`config.mk`:
```
export PLATFORM = sky130hd
export DESIGN_NAME = cluster_periph_demux
export DESIGN_NICKNAME = d
export VERILOG_FILES = /design/src/rtl/cluster_periph_demux.sv
export SDC_FILE = /design/constraint.sdc
export NUM_CORES = 1
export LEC_CHECK = 0
export ABC_CLOCK_PERIOD_IN_PS = 10610
export CORE_AREA = 2 2 485 487
export CTS_CLUSTER_DIAMETER = 80
export DETAILED_ROUTE_END_ITERATION = 12
export DIE_AREA = 0 0 487 489
export GPL_ROUTABILITY_DRIVEN = 0
export MAX_ROUTING_LAYER = met4
export PLACE_DENSITY = 0.3
export REMOVE_ABC_BUFFERS = 1
export SYNTH_ARGS = -nofsm -noshare
export SYNTH_HDL_FRONTEND = slang
export SYNTH_SLANG_ARGS = --single-unit
```
`constraint.sdc`:
```
create_clock -name clk_i -period 10.61 [get_ports clk_i]
set_input_delay 2.6525 -clock clk_i [delete_from_list [all_inputs] [get_ports clk_i]]
set_output_delay 2.6525 -clock clk_i [all_outputs]
set_load 0.01 [all_outputs]
```
`src/rtl/cluster_periph_demux.sv`:
```
// Cluster peripheral demux: one master port fanned out to NB_SLAVES slaves by address index, in-order tagged responses.
// Optional response timeout with sticky dead-slave flags when CLUSTER_PERIPH_TIMEOUT_EN is defined.

// Order FIFO: head visible combinationally; push is dropped when full, pop when empty.
module cluster_periph_demux_fifo #(
  parameter int WIDTH = 8,
  parameter int DEPTH = 4
) (
  input  logic             clk_i,
  input  logic             rst_ni,
  input  logic             push_vld,
  input  logic [WIDTH-1:0] push_dat,
  input  logic             pop_rdy,
  output logic             head_vld,
  output logic [WIDTH-1:0] head_dat,
  output logic             full
);
  localparam int PTR_W = (DEPTH > 1) ? $clog2(DEPTH) : 1;
  localparam int CNT_W = $clog2(DEPTH + 1);

  logic [WIDTH-1:0] mem [DEPTH];
  logic [PTR_W-1:0] wr_ptr, rd_ptr;
  logic [CNT_W-1:0] cnt;
  logic             push_ok, pop_ok;

  assign head_vld = (cnt != '0);
  assign full     = (cnt == CNT_W'(DEPTH));
  assign head_dat = mem[rd_ptr];
  assign push_ok  = push_vld & ~full;
  assign pop_ok   = pop_rdy & head_vld;

  function automatic logic [PTR_W-1:0] ptr_inc(input logic [PTR_W-1:0] p);
    return (p == PTR_W'(DEPTH - 1)) ? '0 : p + 1'b1;
  endfunction

  always_ff @(posedge clk_i) begin
    if (push_ok) mem[wr_ptr] <= push_dat;
  end

  always_ff @(posedge clk_i or negedge rst_ni) begin
    if (!rst_ni) begin
      wr_ptr <= '0;
      rd_ptr <= '0;
      cnt    <= '0;
    end else begin
      if (push_ok) wr_ptr <= ptr_inc(wr_ptr);
      if (pop_ok)  rd_ptr <= ptr_inc(rd_ptr);
      if (push_ok && !pop_ok)      cnt <= cnt + 1'b1;
      else if (!push_ok && pop_ok) cnt <= cnt - 1'b1;
    end
  end
endmodule

module cluster_periph_demux #(
  parameter int                   NB_SLAVES       = 10,
  parameter int                   ADDR_LSB        = 10,
  parameter int                   ID_WIDTH        = 5,
  parameter int                   MAX_OUTSTANDING = 4,
  parameter logic [NB_SLAVES-1:0] SLAVE_EN_MASK   = 10'h3F7,
  parameter logic [31:0]          ERR_RDATA       = 32'hBADACCE5,
  parameter int                   TIMEOUT_CYCLES  = 256
) (
  input  logic                clk_i,
  input  logic                rst_ni,
  input  logic                req_i,
  input  logic [31:0]         add_i,
  input  logic                wen_i,
  input  logic [3:0]          be_i,
  input  logic [31:0]         wdata_i,
  input  logic [ID_WIDTH-1:0] id_i,
  output logic                gnt_o,
  output logic                r_valid_o,
  output logic                r_opc_o,
  output logic [31:0]         r_rdata_o,
  output logic [ID_WIDTH-1:0] r_id_o,
  output logic [NB_SLAVES-1:0] s_req_o,
  output logic [31:0]         s_add_o   [NB_SLAVES],
  output logic [NB_SLAVES-1:0] s_wen_o,
  output logic [3:0]          s_be_o    [NB_SLAVES],
  output logic [31:0]         s_wdata_o [NB_SLAVES],
  output logic [ID_WIDTH-1:0] s_id_o    [NB_SLAVES],
  input  logic [NB_SLAVES-1:0] s_gnt_i,
  input  logic [NB_SLAVES-1:0] s_r_valid_i,
  input  logic [NB_SLAVES-1:0] s_r_opc_i,
  input  logic [31:0]         s_r_rdata_i [NB_SLAVES],
  output logic                timeout_o,
  output logic [NB_SLAVES-1:0] dead_o
);
  localparam int IDX_W = (NB_SLAVES > 1) ? $clog2(NB_SLAVES) : 1;

  if (MAX_OUTSTANDING < 1) begin : g_bad_depth
    $error("MAX_OUTSTANDING must be at least 1");
  end
  if (TIMEOUT_CYCLES < 2) begin : g_bad_timeout
    $error("TIMEOUT_CYCLES must be at least 2");
  end

  typedef struct packed {
    logic [IDX_W-1:0]    idx;
    logic                err;
    logic [ID_WIDTH-1:0] id;
  } ord_t;

  ord_t                 push_ent, head;
  logic [IDX_W-1:0]     idx;
  logic                 mapped, sel_gnt, full, head_vld, head_wait;
  logic                 head_rsp, head_opc, pop, to_hit;
  logic [31:0]          head_rdata;
  logic [NB_SLAVES-1:0] exp_rsp;

  assign idx = add_i[ADDR_LSB +: IDX_W];

  // Out-of-range indices never match a loop index, so they fall through to the error path.
  always_comb begin
    mapped  = 1'b0;
    sel_gnt = 1'b0;
    for (int i = 0; i < NB_SLAVES; i++) begin
      if (idx == IDX_W'(i)) begin
        mapped  = SLAVE_EN_MASK[i] & ~dead_o[i];
        sel_gnt = s_gnt_i[i];
      end
    end
  end

  always_comb begin
    for (int i = 0; i < NB_SLAVES; i++) begin
      s_req_o[i]   = req_i & mapped & ~full & (idx == IDX_W'(i));
      s_add_o[i]   = add_i;
      s_wen_o[i]   = wen_i;
      s_be_o[i]    = be_i;
      s_wdata_o[i] = wdata_i;
      s_id_o[i]    = id_i;
    end
  end

  assign gnt_o    = req_i & ~full & (mapped ? sel_gnt : 1'b1);
  assign push_ent = {idx, ~mapped, id_i};

  cluster_periph_demux_fifo #(
    .WIDTH ($bits(ord_t)),
    .DEPTH (MAX_OUTSTANDING)
  ) u_order_fifo (
    .clk_i    (clk_i),
    .rst_ni   (rst_ni),
    .push_vld (gnt_o),
    .push_dat (push_ent),
    .pop_rdy  (pop),
    .head_vld (head_vld),
    .head_dat (head),
    .full     (full)
  );

  assign head_wait = head_vld & ~head.err;

  always_comb begin
    head_rsp   = 1'b0;
    head_opc   = 1'b0;
    head_rdata = '0;
    exp_rsp    = '0;
    for (int i = 0; i < NB_SLAVES; i++) begin
      if (head.idx == IDX_W'(i)) begin
        head_rsp   = head_wait & s_r_valid_i[i] & ~dead_o[i];
        head_opc   = s_r_opc_i[i];
        head_rdata = s_r_rdata_i[i];
        exp_rsp[i] = head_wait;
      end
    end
  end

  assign pop = head_vld & (head.err | head_rsp | to_hit);

  always_ff @(posedge clk_i or negedge rst_ni) begin
    if (!rst_ni) begin
      r_valid_o <= 1'b0;
      r_opc_o   <= 1'b0;
      r_rdata_o <= '0;
      r_id_o    <= '0;
    end else begin
      r_valid_o <= pop;
      if (pop) begin
        r_id_o <= head.id;
        if (head_rsp) begin
          r_opc_o   <= head_opc;
          r_rdata_o <= head_rdata;
        end else begin
          r_opc_o   <= 1'b1;
          r_rdata_o <= ERR_RDATA;
        end
      end
    end
  end

`ifdef CLUSTER_PERIPH_TIMEOUT_EN
  localparam int TO_W = $clog2(TIMEOUT_CYCLES);
  logic [TO_W-1:0] to_cnt;

  // A real response in the expiry cycle takes priority over the timeout.
  assign to_hit = head_wait & ~head_rsp & (to_cnt == TO_W'(TIMEOUT_CYCLES - 1));

  always_ff @(posedge clk_i or negedge rst_ni) begin
    if (!rst_ni) begin
      to_cnt    <= '0;
      timeout_o <= 1'b0;
      dead_o    <= '0;
    end else begin
      timeout_o <= to_hit;
      if (pop)            to_cnt <= '0;
      else if (head_wait) to_cnt <= to_cnt + 1'b1;
      if (to_hit) dead_o <= dead_o | exp_rsp;
    end
  end
`else
  assign to_hit    = 1'b0;
  assign timeout_o = 1'b0;
  assign dead_o    = '0;
`endif

`ifndef SYNTHESIS
  always_ff @(posedge clk_i) begin
    if (rst_ni) begin
      assert (!(|(s_r_valid_i & ~dead_o & ~exp_rsp)))
        else $error("response from a slave that is not at the head of the order FIFO");
    end
  end
`endif
endmodule
```
==> metrics.md <==
| Metric | Value |
|---|---|
| Ys async rst share | `53.5%` |
| Post-synth top area share | `47.8%` |
| Final hold vios | `0` |
| Layout Nets | `1536` |
| Yosys warning total | `0` |
| Final setup margin | `2760 ps` |
| #FFs+latches synth | `86` |
| Routed WL | `118000 um` |
| CTS-repair resized insts | `0` |
| Avg Cell Area, Syn | `8.72 um2` |
| Initial Util | `5.06%` |
| WP data arrival | `5200 ps` |
| Detailed placement HPWL | `102000 um` |
| WHS | `492 ps` |
| I/O pins | `1228` |
| Slew margin rel. | `16.4%` |
| Die Y-Extent | `489 um` |
| F_max | `0.127 GHz` |
| Area contributors post-synth | `buf_4, edfxtp_1, dfrtp_1, mux2i_1, mux4_2` |
| Commonest cells in the netlist | `buf_4, nor2_1, dfrtp_1` |
| Worst min path class | `flop to flop` |
| CTS tree | `yes` |
| Synthesized area | `11800 um2` |
| Comb pwr share | `72.6%` |
| Initial antenna violation count | `109` |
| Clk sinks | `86` |
| Die X | `487 um` |
| VDD IR max | `0.0929 mV` |
| Total core area | `234000 um2` |
| TritonRoute pass-1 iters | `7` |
| CTS root buf | `clkbuf_16` |
| Final setup viols | `0` |
| Clock-pin slew on the worst setup and hold paths | `70 ps` |
| Vias after detailed routing | `8924` |
| Reg power frac | `15.3%` |
| Clock power frac | `12.1%` |
| Total Power | `3.21 mW` |
| Drc violations | `0` |
| Crit-path max FO | `3` |
| Share of cells above drive strength 1 | `8.49%` |
| Sequential area share after synthesis | `19.9%` |
| Max cap viols | `0` |
| Status | `completed` |
| WL/cell | `28.0 um` |
| LEAKAGE | `4.44 nW` |
| GRT overflow | `0` |
| Buffers on Ports | `500` |
| Vias in the first global route | `8818` |
| Global-route wire length before repair | `137000 um` |
| CTS H-tree depth | `3` |
| Detail Route Antenna Nets | `0` |
| Die area | `238000 um2` |
| Worst Path Required | `7960 ps` |
| Netlist cell types | `67` |
| Clock latency at the later pin of the worst-skew pair | `410 ps` |
| Most common cell in the netlist | `buf_4` |
| Tmin final | `7850 ps` |
| Slew @ Worst Pin | `1240 ps` |
| CTS Buf Count | `9` |
| Area leader, netlist | `buf_4` |
| Critical path launch point type | `primary input` |
| Postcts setup bufs | `0` |
| Setup WS pre-CTS | `2650 ps` |
| Int Power | `1.48 mW` |
| Period utilization | `74.0%` |
| Syn-to-layout area delta | `31.5%` |
| Synth Instances | `1355` |
| Final slew viol count | `0` |
| Post-synth EDFFs | `40` |
| RSZ-0062 raised after global routing | `false` |
| DR vias/cell | `2.12` |
| Switch share | `53.8%` |
| Final Skew | `20.1 ps` |
| Worst Setup Path Type | `primary input to primary output` |
| Clock Tree Buf Depth | `2` |
| # rows | `178` |
| Hold Buf Count CTS | `0` |
| Initial drt markers | `590` |
| Largest net degree at the start of global routing | `38` |
| P_sw | `1.73 mW` |
| CP endpoint kind | `primary output` |
| Dominant synthesized flop cell | `dfrtp_1` |
| Cell area power density | `206 nW/um2` |
| Setup tns final | `0 ps` |
| GRT Overall Usage | `9.64%` |
critical path: stages:
cell and delay, ps:
clkdlybuf4s50_1 740, mux4_2 550, and2_1 170, a211oi_1 250, a31oi_1 70, a21oi_1 210, nor2_1 60, clkdlybuf4s50_1 490
registers in the layout, indices dropped and copies added (netlist names):
name,count
u_order_fifo.cnt,3
r_id_o,5
u_order_fifo.wr_ptr,2
r_rdata_o,32
r_opc_o,1
u_order_fifo.rd_ptr,2
u_order_fifo.mem,40
r_valid_o,1
placed cells by master (no fill, tap or decap), types with 3 or more instances in the layout:
master,Yosys,layout
clkbuf_16,0,9
mux2_2,5,5
a22o_1,26,26
nand3b_1,4,4
a2bb2oi_2,9,9
nand2b_1,6,6
nand2_1,26,26
nor2_1,55,52
a21oi_1,36,36
dfrtp_1,46,46
mux4_2,15,13
buf_4,752,31
and2_1,5,5
a211oi_1,7,7
o211ai_1,10,10
inv_6,1,3
a222oi_1,7,7
ha_1,6,6
diode_2,0,45
mux2i_1,44,44
a22oi_1,30,30
o2bb2ai_1,19,19
clkdlybuf4s50_1,0,499
nor2b_4,0,3
inv_1,8,8
o31ai_1,4,4
conb_1,1,12
edfxtp_1,40,40
or3_1,6,5
o21a_1,8,8
a221oi_1,15,15
o221ai_1,3,3
o21ai_0,21,21
a221o_1,5,5
o22ai_1,15,15
mux2_1,7,7
nor3_1,15,15
kinds of logic after synthesis:
group / Yosys count / synth area share, %
buf+inv: 814 / 50.2
flops: 86 / 19.9
xor+xnor: 3 / 0.222
mux: 71 / 7.73
compound gates: 229 / 15.0
other cells: 1 / 0.0317
simple gates: 144 / 6.07
fa+ha+maj: 7 / 0.805
power by group through the flow:
stage | Sequential [mW] | Clock [mW] | Combinational [mW]
after floorplan | 0.521 | 0 | 1.01
after global placement | 0.502 | 0 | 2.50
after detailed placement | 0.502 | 0 | 2.51
after CTS | 0.495 | 0.414 | 2.51
after global routing | 0.506 | 0.422 | 2.56
final | 0.492 | 0.387 | 2.33
final timing paths:
path | start | end | slack [ps] | cells after the start
max in group asynchronous | rst_ni | r_rdata_o[0] | 7590 | 2
min in group asynchronous | rst_ni | r_id_o[1] | 2090 | 1
max | add_i[10] | gnt_o | 2760 | 8
max reg2reg | u_order_fifo.rd_ptr[0] | u_order_fifo.cnt[2] | 5180 | 15
min reg2reg | r_rdata_o[5] | r_rdata_o[5] | 490 | 1
min | r_rdata_o[5] | r_rdata_o[5] | 490 | 1
final cells by class:
class | instances | area [um2]
multi-input cells | 466 | 3650
well taps | 3060 | 3830
fillers | 27295 | 218000
diodes | 45 | 113
clock buffers | 9 | 225
inverters | 9 | 38.8
repair buffers | 530 | 5230
clock inverters | 7 | 103
flip-flops and latches | 86 | 2350
per-stage QoR:
| stage | area (um2) | utilization (%) | instances |
|---|---|---|---|
| floorplan | 5960 | - | 561 |
| global placement | 15100 | 6.46 | 4151 |
| detailed placement | 15100 | 6.46 | 4151 |
| CTS | 15400 | 6.60 | 4167 |
| global route | 15500 | 6.64 | 4205 |
| finish | 15500 | 6.65 | 4212 |
layer usage:
layer	GRT usage, %	up-vias	wire [um]
met5	-	-	0
met4	3.16	0	3940
met3	5.91	165	16500
met2	16.1	1059	57300
met1	9.15	4225	40200
li1	-	3475	-
(Power assumes the default switching activity.)
